--- config.mk ---
export PLATFORM = sky130hd
export DESIGN_NAME = mic_clkgen
export DESIGN_NICKNAME = d
export VERILOG_FILES = /design/src/rtl/mic_clkgen_pkg.sv /design/src/rtl/mic_clkgen_ch.sv /design/src/rtl/mic_clkgen.sv
export SDC_FILE = /design/constraint.sdc
export NUM_CORES = 1
export LEC_CHECK = 0
export CAP_MARGIN = 0
export CORE_MARGIN = 3
export CORE_UTILIZATION = 35
export DETAILED_ROUTE_END_ITERATION = 8
export PLACE_DENSITY = 0.59
export RECOVER_POWER = 25
export SLEW_MARGIN = 0
export SYNTH_ARGS = -nofsm -noshare
export SYNTH_HDL_FRONTEND = slang
export SYNTH_SLANG_ARGS = --single-unit
--- constraint.sdc ---
create_clock -name s_clk -period 2.8 [get_ports s_clk]
set_input_delay 0.28 -clock s_clk [delete_from_list [all_inputs] [get_ports s_clk]]
set_output_delay 0.28 -clock s_clk [all_outputs]
set_load 0.05 [all_outputs]
--- src/rtl/mic_clkgen_pkg.sv ---
`default_nettype none
// ============================================================================
//  Module      : mic_clkgen_pkg
//  Description : Shared defaults and types for the microphone clock generator.
//  Revision    : 1.0  initial release
// ============================================================================
package mic_clkgen_pkg;

    // Default width of the ratio and counter of one channel
    localparam int unsigned C_CNT_W   = 11;
    // Ratio every channel runs with after reset
    localparam int unsigned C_DEF_DIV = 6;

    typedef logic [C_CNT_W-1:0] div_t;

endpackage : mic_clkgen_pkg
`default_nettype wire

--- src/rtl/mic_clkgen_ch.sv ---
`default_nettype none
// ============================================================================
//  Module      : mic_clkgen_ch
//  Description : One divider channel: tick counter, active/pending ratio,
//                one-cycle enable strobe and registered divided square wave.
//  Revision    : 1.0  initial release
// ============================================================================
module mic_clkgen_ch
    import mic_clkgen_pkg::*;
#(
    parameter int unsigned CNT_W   = C_CNT_W,
    parameter int unsigned DEF_DIV = C_DEF_DIV
) (
    input  logic             s_clk,
    input  logic             rst,
    input  logic             tick_i,
    input  logic             sync_i,
    input  logic             we_i,
    input  logic [CNT_W-1:0] div_i,
    output logic             pend_o,
    output logic             ce_o,
    output logic             clk_o
);

    localparam logic [CNT_W-1:0] C_ONE = CNT_W'(1);

    logic [CNT_W-1:0] r_cnt;
    logic [CNT_W-1:0] r_div_act;
    logic [CNT_W-1:0] r_div_pend;
    logic             r_pend;
    logic             r_ce;
    logic             r_clk;

    logic             w_active;
    logic [CNT_W-1:0] w_last;
    logic             w_terminal;

    // A zero ratio parks the channel; its ratio is never decremented
    assign w_active   = (r_div_act != '0);
    assign w_last     = w_active ? (r_div_act - C_ONE) : '0;
    assign w_terminal = w_active && tick_i && (r_cnt == w_last);

    // Counter, ratio hand-over and output strobes; a write in the same cycle
    // as a hand-over always lands in the pending slot for the next one
    always_ff @(posedge s_clk) begin
        if (rst) begin
            r_cnt      <= '0;
            r_div_act  <= CNT_W'(DEF_DIV);
            r_div_pend <= '0;
            r_pend     <= 1'b0;
            r_ce       <= 1'b0;
            r_clk      <= 1'b0;
        end else if (sync_i) begin
            r_cnt <= '0;
            r_ce  <= 1'b0;
            r_clk <= 1'b0;
            if (r_pend) begin
                r_div_act <= r_div_pend;
            end
            r_pend <= 1'b0;
            if (we_i) begin
                r_div_pend <= div_i;
                r_pend     <= 1'b1;
            end
        end else begin
            r_ce <= 1'b0;
            if (!w_active) begin
                // Parked: pick up a new ratio on the first edge it is seen
                r_cnt <= '0;
                if (r_pend) begin
                    r_div_act <= r_div_pend;
                    r_pend    <= 1'b0;
                end
            end else if (w_terminal) begin
                r_cnt <= '0;
                r_ce  <= 1'b1;
                r_clk <= ~r_clk;
                if (r_pend) begin
                    r_div_act <= r_div_pend;
                    r_pend    <= 1'b0;
                end
            end else if (tick_i) begin
                r_cnt <= r_cnt + C_ONE;
            end
            if (we_i) begin
                r_div_pend <= div_i;
                r_pend     <= 1'b1;
            end
        end
    end

    assign pend_o = r_pend;
    assign ce_o   = r_ce;
    assign clk_o  = r_clk;

endmodule : mic_clkgen_ch
`default_nettype wire

--- src/rtl/mic_clkgen.sv ---
`default_nettype none
// ============================================================================
//  Module      : mic_clkgen
//  Description : Multi-channel clock-enable generator. Each channel divides
//                either s_clk or the previous channel's enable strobe.
//  Revision    : 1.0  initial release
// ============================================================================
module mic_clkgen
    import mic_clkgen_pkg::*;
#(
    parameter  int unsigned NUM_CH  = 2,
    parameter  int unsigned CNT_W   = C_CNT_W,
    parameter  int unsigned DEF_DIV = C_DEF_DIV,
    localparam int unsigned CH_W    = (NUM_CH > 1) ? $clog2(NUM_CH) : 1
) (
    input  logic              s_clk,
    input  logic              rst,
    input  logic              sync_i,
    input  logic [NUM_CH-1:0] casc_i,
    input  logic              cfg_we_i,
    input  logic [CH_W-1:0]   cfg_ch_i,
    input  logic [CNT_W-1:0]  cfg_div_i,
    output logic [NUM_CH-1:0] cfg_pend_o,
    output logic [NUM_CH-1:0] ce_o,
    output logic [NUM_CH-1:0] clk_o
);

    logic [NUM_CH-1:0] w_casc;
    logic [NUM_CH-1:0] w_prev_ce;
    logic [NUM_CH-1:0] w_tick;

    // Channel 0 has no upstream stage, so its cascade select is forced off.
    // A cascaded channel ticks on the registered strobe of its neighbour,
    // which gives it one cycle of latency relative to that strobe.
    assign w_casc    = casc_i & ~NUM_CH'(1);
    assign w_prev_ce = ce_o << 1;
    assign w_tick    = ~w_casc | w_prev_ce;

    for (genvar k = 0; k < NUM_CH; k++) begin : g_ch
        logic w_we;

        assign w_we = cfg_we_i && (cfg_ch_i == CH_W'(k));

        mic_clkgen_ch #(
            .CNT_W   (CNT_W),
            .DEF_DIV (DEF_DIV)
        ) u_ch (
            .s_clk  (s_clk),
            .rst    (rst),
            .tick_i (w_tick[k]),
            .sync_i (sync_i),
            .we_i   (w_we),
            .div_i  (cfg_div_i),
            .pend_o (cfg_pend_o[k]),
            .ce_o   (ce_o[k]),
            .clk_o  (clk_o[k])
        );
    end

endmodule : mic_clkgen
`default_nettype wire

==> impl_results.md <==
* Slew Limit Fails at 0
* Slowest-stage cell, CP: or4b_4
* Die Width at 110 um
* Synthesized-area fraction occupied by xor and xnor cells at 7.84%
* Setup Skew at 12.9 ps
* Max Cap Viol at 0
* Clock root buffer master: clkbuf_8
* H-Tree Level Count at 3
* Mean number of vias per cell at 5.11
* CP bufs+invs at 2
* Die Y at 110 um
* Layout Utilization at 45.3%
* Cell count after synthesis at 463
* Cell total after placement at 625
* Number of endpoints failing setup at the final stage at 0
* Gate family responsible for the most delay along the worst path: simple AND/OR/NAND/NOR gates
* Standby leakage power at 1.68 nW
* Crit-path max FO at 6
* Slew at the pin closest to its max-slew limit at 1290 ps
* Count of antenna diodes in the layout at 0
* Critical Path RT at 3040 ps
* Crit path cell chain: inv_4 > ha_4 > or4b_4 > or3_4 > a311oi_2 > a31o_2 > nand4_1 > o211ai_1 > buf_4 > nor2_1
* Layout cell share with drive strength beyond 1 at 17.9%
* Count of nets after finishing at 529
* Number of distinct library cell variants in the gate-level netlist after synthesis at 62
* Final worst path period share at 96.0%
* Maximum number of pins on one net before global-route repair at 32
* Final Hold Vio Count at 0
* Number of core rows at 37
* F_max at 0.372 GHz
* Sequential-to-total area share from yosys stat at 38.0%
* Core region area at 10400 um2
* Warnings from Yosys at 0
* Area delta synth->final at 24.2%
* RD Place Congestion at 0.859
* Startpoint type of the worst setup path: register
* Post-Layout Cell Count at 645
* First-pass DRT Iterations at 5
* Clock buffers created by TritonCTS at 9
* Wire length of the first global-routing pass at 14200 um
* Area of the mapped netlist at 3800 um2
* Critical path's largest stage delay at 450 ps
* Initial core utilization at 36.4%
* Wire length after detailed routing at 8970 um
* Dominant combinational cell family by area after synthesis: simple AND/OR/NAND/NOR gates
* Multiplexer share of the synthesized area at 4.55%
* Startpoint-to-endpoint class of the critical path: reg -> reg
* Worst VDD drop at 235 uV
* Number of vias after detailed routing at 3296
* Power density over the cells at 464 nW/um2
* Synthesized-area fraction occupied by and/or/nand/nor cells at 27.5%
* Antenna Nets Post-Route at 0
* DRC Markers at 0
* Compound-gate portion of the synthesized area at 14.9%
* Normalized max-slew margin at 14.0%
* Clock tree from TritonCTS: yes
* Post-synth ARST share at 0%
* Min-Delay Path Class: reg -> reg
* Overall Global Routing Usage at 15.0%
* Commonest non-fill, non-tap cells in the layout: nand2_1 (78), dfxtp_1 (71), a21oi_1 (36), nor2_1 (36), buf_4 (35)
* Clock transition at the register clock pins on the worst setup and hold paths after CTS at 80 ps
* Via count of the first global-routing pass at 3024
* Flop and latch count out of synthesis at 72
* Adder-cell share of the synthesized area at 1.98%
* Die area at 12100 um2
* DP Wirelength at 6490 um
* Sink Count at 72
* Mean post-synth cell area at 8.20 um2
* Antenna violations before repair at 0
* Status: complete, no violations
* Kind of end point of the critical path: register
* I/O pin count at 24
* Skew-Pair Late Insertion Delay at 350 ps
* Worst endpoint data arrival time at 2930 ps
* Count of port buffers added during placement at 22
* Drt wl/cell at 13.9 um
* Aggregate global routing overflow at 0
* Post-synth EDFFs at 0
* Final critical-path required period at 2690 ps
* Top_reg_cell synth: dfxtp_1
* Count of filler cells inserted in the layout at 1042
* Mapped Nets at 487
* Most common cell after layout, fill and taps aside: nand2_1
* Maximum buffer depth of the clock tree at 2
* Post-cts hold buffer count at 0
* Number of DRC violations after detailed-routing iteration 0 at 147
[per-stage QoR]
step	hold slack, ps	power, mW	setup TNS, ps	setup slack, ps	instance area (um2)
floorplan	416	1.21	0	19.0	3810
global placement	447	1.28	0	16.6	4320
detailed placement	448	1.29	-22.2	-11.0	4320
CTS	460	2.20	0	24.6	4540
finish	458	2.19	0	112	4720
global route	477	2.28	-56.2	-14.5	4720
[where the power goes]
part / switching, mW / internal [mW]
Clock: 0.407 / 0.503
Sequential: 0.0191 / 1.05
Combinational: 0.113 / 0.0969
[registers in the layout (all words and copies together), names as in the netlist]
signal,cells
g_ch.u_ch.ce_o,2
g_ch.u_ch.pend_o,2
g_ch.u_ch.r_div_act,22
g_ch.u_ch.r_div_pend,22
g_ch.u_ch.r_cnt,22
g_ch.u_ch.clk_o,2
[per-layer routing]
metal | global-route usage (%) | wire length, um | vias to the layer above
met5 | 0 | 0 | -
met4 | 6.68 | 204 | 0
met3 | 3.61 | 365 | 17
met2 | 22.4 | 3950 | 70
met1 | 20.4 | 4440 | 1513
li1 | - | - | 1696
[kinds of logic (layout without fill, tap and decap cells)]
group                    count (synthesis)  after routing
AO/OA/AOI/OAI                           83             83
XOR/XNOR                                34             34
adder cells (fa/ha/maj)                  6              6
buffers and inverters                   41             87
flip-flops                              72             72
multiplexers                            17             17
AND/OR/NAND/NOR                        210            210
[synth_stat cells (all sizes together), types with 2 or more instances]
cell / n / area [um2]
nand2: 78 / 293
dfxtp: 72 / 1440
a21oi: 38 / 190
nor2: 36 / 135
nand3: 23 / 115
xnor2: 19 / 166
buf: 16 / 105
mux2i: 15 / 150
xor2: 15 / 131
clkbuf: 13 / 48.8
nor3: 12 / 60.1
inv: 11 / 41.3
nor2b: 11 / 68.8
o21ai: 10 / 53.8
a22o: 8 / 70.1
or3: 8 / 50.1
and3: 7 / 48.8
or4: 7 / 56.3
ha: 6 / 75.1
nor4: 6 / 58.8
nand2b: 5 / 31.3
nand4: 4 / 25.0
nor3b: 4 / 30.0
o31ai: 4 / 30.0
a31oi: 3 / 18.8
a2111oi: 2 / 23.8
a211o: 2 / 17.5
mux2: 2 / 22.5
o2111ai: 2 / 17.5
or2: 2 / 12.5
or3b: 2 / 17.5
[worst register-to-register path, cell delays in order (launching register included)]
cell,delay [ps]
dfxtp_2,340
inv_4,80
ha_4,130
or4b_4,450
or3_4,430
a311oi_2,240
a31o_2,170
nand4_1,150
o211ai_1,330
buf_4,220
nor2_1,50
[path summary, 6_finish.rpt]
path | startpoint | endpoint | slack, ps | depth (start not counted)
setup / recovery | g_ch[1].u_ch.r_div_act[0] | g_ch[1].u_ch.r_cnt[3] | 110 | 10
hold / removal | g_ch[0].u_ch.r_div_pend[0] | g_ch[0].u_ch.r_div_pend[0] | 460 | 2
setup reg to reg | g_ch[1].u_ch.r_div_act[0] | g_ch[1].u_ch.r_cnt[3] | 110 | 10
hold reg to reg | g_ch[0].u_ch.r_div_pend[0] | g_ch[0].u_ch.r_div_pend[0] | 460 | 2
[area by class of cell]
class,count,area [um2],area share [%]
clock buffer,9,124,2.63
clock inverter,6,93.8,1.99
inverter,12,47.5,1.01
multi-input combinational,350,2310,49.0
sequential,72,1440,30.6
tap,136,170,3.61
timing repair buffer,60,527,11.2
[what timing repair did]
| item | CTS | global route |
|---|---|---|
| pin swaps | 2 | 8 |
| endpoints found under the setup margin | 19 | 48 |
| cloned | 0 | 1 |
| setup buffers | 0 | 4 |
| gates resized for setup | 2 | 30 |
No activity file was read; power rests on OpenSTA's default activity.
